$ cat src/rtl/ds_operand_stage.sv
// Decode-stage operand path: one valid/allowin pipeline slot that reads rs/rt,
// resolves them byte-lane by byte-lane through forwarding sources and a write-back bypass.
module ds_operand_stage #(
  parameter int NUM_FWD   = 2,
  parameter int PAYLOAD_W = 64,
  parameter int CNT_W     = 16
) (
  input  logic                   clk,
  input  logic                   reset,
  input  logic                   in_valid,
  input  logic [PAYLOAD_W-1:0]   in_payload,
  output logic                   in_allowin,
  output logic                   out_valid,
  input  logic                   out_allowin,
  output logic [PAYLOAD_W-1:0]   out_payload,
  output logic [31:0]            out_rs_value,
  output logic [31:0]            out_rt_value,
  input  logic                   flush,
  output logic [4:0]             rf_raddr1,
  output logic [4:0]             rf_raddr2,
  input  logic [31:0]            rf_rdata1,
  input  logic [31:0]            rf_rdata2,
  input  logic [3:0]             wb_we,
  input  logic [4:0]             wb_waddr,
  input  logic [31:0]            wb_wdata,
  input  logic [NUM_FWD*4-1:0]   fwd_we,
  input  logic [NUM_FWD*5-1:0]   fwd_dest,
  input  logic [NUM_FWD*32-1:0]  fwd_data,
  input  logic [NUM_FWD-1:0]     fwd_blk,
  output logic [CNT_W-1:0]       stall_cnt
);

  // Handshake: upstream transfers when in_valid && in_allowin; downstream transfers
  // when out_valid && out_allowin. A held instruction leaves only when not interlocked.
  logic                 valid_q, valid_d;
  logic [PAYLOAD_W-1:0] payload_q, payload_d;
  logic [CNT_W-1:0]     stall_cnt_q, stall_cnt_d;
  logic [4:0]           rs, rt;
  logic                 blocked, ready_go;

  // Instruction word sits in the top 32 bits of the payload.
  assign rs = payload_q[PAYLOAD_W-7 -: 5];
  assign rt = payload_q[PAYLOAD_W-12 -: 5];

  assign rf_raddr1 = rs;
  assign rf_raddr2 = rt;

  // Any blocking producer of rs/rt interlocks, regardless of younger matches.
  always_comb begin
    blocked = 1'b0;
    for (int i = 0; i < NUM_FWD; i++) begin
      if (fwd_blk[i] && (fwd_dest[5*i +: 5] != 5'd0) &&
          ((fwd_dest[5*i +: 5] == rs) || (fwd_dest[5*i +: 5] == rt)))
        blocked = 1'b1;
    end
  end

  assign ready_go    = !blocked;
  assign in_allowin  = !valid_q || (ready_go && out_allowin);
  assign out_valid   = valid_q && ready_go && !flush;
  assign out_payload = payload_q;
  assign stall_cnt   = stall_cnt_q;

  function automatic logic [31:0] resolve_op(
    input logic [4:0]           r,
    input logic [31:0]          rf,
    input logic [NUM_FWD*4-1:0] f_we,
    input logic [NUM_FWD*5-1:0] f_dest,
    input logic [NUM_FWD*32-1:0] f_data,
    input logic [3:0]           w_we,
    input logic [4:0]           w_addr,
    input logic [31:0]          w_data
  );
    logic [31:0] v;
    logic        hit;
    v = rf;
    for (int l = 0; l < 4; l++) begin
      hit = 1'b0;
      if (r == 5'd0) begin
        v[8*l +: 8] = 8'h00;
      end else begin
        for (int i = 0; i < NUM_FWD; i++) begin
          if (!hit && f_we[4*i+l] && (f_dest[5*i +: 5] == r)) begin
            v[8*l +: 8] = f_data[32*i+8*l +: 8];
            hit         = 1'b1;
          end
        end
        if (!hit && w_we[l] && (w_addr == r))
          v[8*l +: 8] = w_data[8*l +: 8];
      end
    end
    return v;
  endfunction

  always_comb begin
    out_rs_value = resolve_op(rs, rf_rdata1, fwd_we, fwd_dest, fwd_data, wb_we, wb_waddr, wb_wdata);
    out_rt_value = resolve_op(rt, rf_rdata2, fwd_we, fwd_dest, fwd_data, wb_we, wb_waddr, wb_wdata);
  end

  always_comb begin
    valid_d     = valid_q;
    payload_d   = payload_q;
    stall_cnt_d = stall_cnt_q;
    if (flush)
      valid_d = 1'b0;
    else if (in_allowin)
      valid_d = in_valid;
    if (in_valid && in_allowin && !flush)
      payload_d = in_payload;
    // Saturating: sticks at all-ones rather than wrapping.
    if (valid_q && !ready_go && !flush && (stall_cnt_q != {CNT_W{1'b1}}))
      stall_cnt_d = stall_cnt_q + {{(CNT_W-1){1'b0}}, 1'b1};
  end

  always_ff @(posedge clk) begin
    if (reset) begin
      valid_q     <= 1'b0;
      stall_cnt_q <= '0;
    end else begin
      valid_q     <= valid_d;
      stall_cnt_q <= stall_cnt_d;
    end
  end

  always_ff @(posedge clk) begin
    payload_q <= payload_d;
  end

endmodule

$ cat config.mk
export PLATFORM = sky130hd
export DESIGN_NAME = ds_operand_stage
export DESIGN_NICKNAME = d
export VERILOG_FILES = /design/src/rtl/ds_operand_stage.sv
export SDC_FILE = /design/constraint.sdc
export NUM_CORES = 1
export LEC_CHECK = 0
export CORE_AREA = 2 2 159 161
export DETAILED_ROUTE_END_ITERATION = 16
export DIE_AREA = 0 0 161 163
export GPL_TIMING_DRIVEN = 0
export SKIP_CTS_REPAIR_TIMING = 1
export SLEW_MARGIN = 10
export SYNTH_ARGS = -nofsm -noshare
export SYNTH_HDL_FRONTEND = slang
export SYNTH_SLANG_ARGS = --single-unit
$ cat constraint.sdc
create_clock -name clk -period 9.1 [get_ports clk]
set_clock_uncertainty 0.15 [all_clocks]
set_input_delay 1.82 -clock clk [delete_from_list [all_inputs] [get_ports clk]]
set_output_delay 1.82 -clock clk [all_outputs]
set_load 0.05 [all_outputs]
==> out/qor.yml, run 1 <==
outcome: "finished clean"
yosys_register_bits: 81
routed_wl_mm: 26.6
syn_area_per_cell_um2: 9.76
net-switching-power_mw: 0.411
vdd_ir_drop_max_mv: 0.115
cpMostUsedCell: "clkdlybuf4s50_1"
drive_gt1_share_pct: 5.71
postLayoutCoreUtil_pct: 42.4
synth.area.top_cells: "edfxtp_1 35%, mux2i_1 8.8%, dfxtp_1 6.1%, a22o_1 5.0%, o21a_1 4.3%"
p_seq_share_pct: 34.8
power_frac_clock_pct: 29.5
final_cells: 1333
syn_area_um2: 5560
max-slew-margin-rel_pct: 22.3
cp_num_buf_inv: 3
ys.flop_type: "edfxtp_1"
grt_pass1_vias: 6498
fp.dieW_um: 161
synth_top_area_share_pct: 34.5
leakagePower_nw: 4.23
rsz0062_at_grt: "false"
route.detailed.drc: 0
syn_nets: 829
power_frac_comb_pct: 35.7
place_area_um2: 10100
rows: 58
holdWs_ps: 413
clkSinkCount: 81
cts_tree: "yes"
worstPathMaxFanout: 10
hold_violations: 0
worst_setup_path_end_kind: "output pin"
cts.reportedPaths.clkPinSlew_ps: 70
slew_viol_final: 0
post-route-cell-area_um2: 10500
critPathTopFamily: "buffers and inverters"
dp_hpwl_mm: 21.5
crit_arrival_ps: 5690
drt_iter0_drc: 291
drt.antenna.violating_nets: 0
crit_type: "input pin to output pin"
cts_buffers: 9
track_usage_pct: 19.3
areaGrowthSynthToFinish_pct: 88.0
first_pass_iters: 5
post-synth-top-count-cell: "edfxtp_1"
yosysSeqAreaShare_pct: 40.7
cp_slowest_cell: "clkdlybuf4s50_1"
slowest_delay_ps: 840
cp-start-kind: "input pin"
h-tree-depth: 3
clockBufferDepth: 2
vias: 6392
dp.cells: 1313
wire_per_inst_um: 20.0
cts_root_buffer: "clkbuf_16"
yosysWarningCount: 0
crit_cells: 9
grt_antenna_before_repair: 5
ys_types: 46
min_period_ps: 7660
hold_depth: 3
synth_top_cell_by_area: "edfxtp_1"
switching_share_pct: 33.7
grt-ovfl-total: 0
maxCapViolCount: 0
grt_max_degree: 20
tns_ps: 0
synthArstFlopShare_pct: 0
nets: 1253
dieArea_um2: 26200
clk_latency_ps: 340
fin_crit_sh_pct: 84.2
p_per_area_nw_per_um2: 117
initial_core_util_pct: 22.6
vias_per_cell: 4.80
cp.required_ps: 7130
gp_congestion: 0.833
synth_enable_flop_cells: 64
tightest_slew_ps: 1160
synthTopCellsByCount: "64 x edfxtp_1, 53 x nand2_1, 49 x mux2i_1"
crit_chain: "clkdlybuf4s50_1 -> xnor2_1 -> nand3_1 -> nor3_1 -> clkbuf_1 -> nand2_1 -> nor2_1 -> a22o_1 -> clkdlybuf4s50_1"
grt_first_pass_wirelength_mm: 38.7
fmax_mhz: 131
synth_cells: 570
intPower_mw: 0.808
finalSetupViolations: 0
r2r_cells: 9
die_h_um: 163
hold_class: "register to register"
io_buffer_count: 410
placeableCoreArea_um2: 24700
ios: 414
-- state kept, by name, summed over array words and instances, names as in the netlist --
| name | cells |
|---|---|
| out_payload | 64 |
| stall_cnt | 16 |
| valid_q | 1 |
-- power groups by stage --
stage / Sequential (mW) / Combinational, mW / Clock, mW
final: 0.424 / 0.436 / 0.359
after global routing: 0.426 / 0.457 / 0.384
after floorplan: 0.472 / 0.174 / 0
after global placement: 0.434 / 0.431 / 0
after CTS: 0.425 / 0.438 / 0.371
after detailed placement: 0.433 / 0.436 / 0
-- layout by cell type (no fill, tap or decap), drive strengths merged, types with 12 or more instances in the layout --
master	instances
clkdlybuf4s50	410
edfxtp	64
nand2	54
mux2i	49
o21ai	39
o21a	32
a22o	32
clkbuf	27
buf	26
and3	24
a21oi	23
nor2	21
xnor2	19
a21o	19
nand3	18
dfxtp	17
a32oi	16
a41oi	16
xor2	13
inv	12
-- metrics by stage --
step,setup slack (ps),power [mW]
2_1_floorplan,1870,0.646
3_3_place_gp,1130,0.865
3_5_place_dp,1400,0.869
4_1_cts,1370,1.23
5_1_grt,1110,1.27
6_report,1440,1.22
-- layout make-up --
| type | count | area (um2) |
|---|---|---|
| diodes | 4 | 10.0 |
| plain buffers | 41 | 201 |
| clock buffers | 9 | 225 |
| clock inverters | 7 | 72.6 |
| fillers | 2463 | 14200 |
| inverters | 9 | 33.8 |
| multi-input cells | 439 | 3080 |
| flip-flops and latches | 81 | 2260 |
| well taps | 330 | 413 |
| repair buffers | 413 | 4160 |
-- kinds of logic (layout without fill, tap and decap cells) --
family | count (synthesis) | in the layout | share of synthesized area [%]
compound gates | 188 | 188 | 24.2
xor+xnor | 32 | 32 | 5.04
fa+ha+maj | 1 | 1 | 0.225
buf+inv | 50 | 479 | 4.23
flops | 81 | 81 | 40.7
mux | 58 | 58 | 10.6
other cells | 0 | 4 | 0
simple gates | 160 | 160 | 15.0
-- final timing paths --
path	from	end	slack (ps)
worst max-delay path	fwd_dest[5]	out_rt_value[14]	1440
worst min-delay path	stall_cnt[9]$_SDFFE_PP0P_	stall_cnt[9]$_SDFFE_PP0P_	410
worst max register to register	out_payload[56]$_DFFE_PP_	out_payload[40]$_DFFE_PP_	5700
worst min register to register	stall_cnt[9]$_SDFFE_PP0P_	stall_cnt[9]$_SDFFE_PP0P_	410
-- metal layers --
metal | track usage, % | vias to the layer above | share of wire [%]
met3 | 6.47 | 32 | 9.2
li1 | - | 3038 | -
met5 | 0 | - | 0.049
met2 | 35.1 | 303 | 51
met4 | 5.88 | 2 | 2.2
met1 | 21.2 | 3017 | 38
-- worst reg2reg max path, cell delays in order (launching register included) --
cell      delay, ps
edfxtp_1        590
xnor2_1         220
nand3_1         120
nor3_2          130
nor2_1          150
o22ai_2         130
o21ai_0         340
nor3b_4         810
buf_8           260
buf_8           190
No activity file was read; power rests on OpenSTA's default activity.
==> run 2: changes to the inputs <==
- clock period: 9.1 -> 7.7 ns (I/O delays scaled with it)
==> results of run 2 <==
Same layout as run 1 (identical final DEF). Status: finished clean.
Among the figures that moved: setup slack after placement 1400 ps -> 558 ps; setup slack after layout 1440 ps -> 602 ps; register-to-register setup slack 5700 ps -> 4300 ps; total power 1.22 mW -> 1.44 mW; worst IR drop on VDD 0.115 mV -> 0.136 mV
==> run 3: changes to the inputs <==
- RECOVER_POWER: default -> 25
==> out/qor.yml, run 3 (same netlist as run 1, synthesis figures left out) <==
outcome: "finished clean"
max-slew-margin-rel_pct: 19.5  # -2.7 points
worst_setup_path_end_kind: "output pin"
placeableCoreArea_um2: 24700  # unchanged
vdd_ir_drop_max_mv: 0.136
drive_gt1_share_pct: 5.71  # unchanged
route.detailed.drc: 0  # unchanged
grt_first_pass_wirelength_mm: 38.7  # unchanged
min_period_ps: 7090
fp.dieW_um: 161  # unchanged
h-tree-depth: 3  # unchanged
p_per_area_nw_per_um2: 137
die_h_um: 163  # unchanged
track_usage_pct: 19.3  # unchanged
pre_cts_slack_ps: 558
hold_depth: 3  # unchanged
grt_max_degree: 20  # unchanged
leakagePower_nw: 4.25  # +0.47%
multiInputGateArea_um2: 3080  # unchanged
hold_violations: 0  # unchanged
largest_reg_flops: 64  # unchanged
ff_latch_area_um2: 2260  # unchanged
ios: 414  # unchanged
vias: 6387  # -0.078%
gp_congestion: 0.833  # unchanged
vias_per_cell: 4.79  # about the same
worst-r2r-setup-slack_ps: 4320
rsz0062_at_grt: "false"
min-delay-start: "stall_cnt[9]$_SDFFE_PP0P_"
finalPower_mw: 1.43
clockBufferDepth: 2  # unchanged
routed_wl_mm: 26.6  # about the same
r2r_cells: 9  # unchanged
grt-ovfl-total: 0  # unchanged
cts_tree: "yes"
first_pass_iters: 5  # unchanged
final_cell_mix: "335 x clkdlybuf4s50_1, 75 x dlygate4sd3_1, 64 x edfxtp_1"
crit_arrival_ps: 5400
io_buffer_count: 410  # unchanged
initial_core_util_pct: 22.6  # unchanged
tns_ps: 0  # unchanged
dp_hpwl_mm: 21.5  # unchanged
mostFrequentLayoutCell: "clkdlybuf4s50_1"
min_to: "stall_cnt[9]$_SDFFE_PP0P_"
cts_root_buffer: "clkbuf_16"
slew_viol_final: 0  # unchanged
wire_per_inst_um: 20.0  # about the same
areaGrowthSynthToFinish_pct: 88.0  # unchanged
cts_buffers: 9  # unchanged
clk_latency_ps: 340  # about the same
fillers: 2463  # unchanged
cp-start-kind: "input pin"
grt_antenna_before_repair: 5  # unchanged
tightest_slew_ps: 1200  # +40.8 ps
fin_crit_sh_pct: 92.1
crit_type: "input pin to output pin"
worstReg2RegEnd: "out_payload[40]$_DFFE_PP_"
reg2reg_from: "out_payload[56]$_DFFE_PP_"
dieArea_um2: 26200  # unchanged
hold_class: "register to register"
drt.antenna.violating_nets: 0  # unchanged
clkSinkCount: 81  # unchanged
maxCapViolCount: 0  # unchanged
grt_pass1_vias: 6498  # unchanged
cts.reportedPaths.clkPinSlew_ps: 70  # about the same
worstPathMaxFanout: 10  # unchanged
finalWorstSetupSlack_ps: 607
nets: 1253  # unchanged
cp.required_ps: 6010
finalSetupViolations: 0  # unchanged
fmax_mhz: 141
rows: 58  # unchanged
drt_iter0_drc: 296  # +1.7%
[run 3: cell types whose count changed in the layout (fill, tap and decap cells not counted)]
cell / previous run / this run
dlygate4sd3_1: 0 / 75
clkdlybuf4s50_1: 410 / 335
[run 3: worst max-delay path, stage by stage]
cell	delay, ps
clkdlybuf4s50_1	580
xnor2_1	140
nand3_1	100
nor3_1	740
clkbuf_1	410
nand2_1	200
nor2_1	610
a22o_1	240
clkdlybuf4s50_1	840
[run 3: metrics by stage]
| step | std cells | utilization [%] | hold WS (ps) | instance area (um2) |
|---|---|---|---|---|
| 2_1_floorplan | 570 | - | 568 | 5570 |
| 3_3_place_gp | 1310 | 40.9 | 384 | 10100 |
| 3_5_place_dp | 1313 | 41.1 | 402 | 10100 |
| 4_1_cts | 1329 | 42.3 | 411 | 10400 |
| 5_1_grt | 1332 | 42.4 | 450 | 10500 |
| 6_report | 1333 | 42.4 | 413 | 10500 |
[run 3: how the worst max path moves through the flow]
| stage | start | endpoint | slack [ps] | cells after the start |
|---|---|---|---|---|
| final | fwd_dest[5] | out_rt_value[14] | 610 | 9 |
| after global routing | fwd_dest[5] | out_rt_value[11] | 270 | 9 |
| after CTS | fwd_dest[5] | out_rt_value[1] | 530 | 9 |
| after detailed placement | fwd_dest[5] | out_rt_value[11] | 560 | 9 |
| after global placement | fwd_dest[6] | out_payload[44]$_DFFE_PP_ | 8 | 6 |
| after floorplan | fwd_dest[6] | out_payload[0]$_DFFE_PP_ | 750 | 5 |
[run 3: cell type report]
type	instances	area share [%]
tap	330	3.95
inverter	9	0.323
clock inverter	7	0.694
multi-input combinational	439	29.5
sequential	81	21.6
clock buffer	9	2.15
antenna	4	0.0957
buffer	41	1.93
timing repair buffer	413	39.8
[run 3: routing by layer]
layer	GRT usage (%)	wire (um)	vias up
met2	35.1	13500	310
met1	21.2	10000	3005
li1	-	-	3036
met3	6.47	2490	34
met4	5.88	636	2
met5	0	13	-
[run 3: where the power goes]
part           switching [mW]  total [mW]  internal [mW]  leakage, nW
logic                   0.277       0.508          0.230         3.37
registers              0.0113       0.501          0.490        0.736
clock network           0.196       0.424          0.228        0.143
total                   0.485        1.43          0.948         4.25
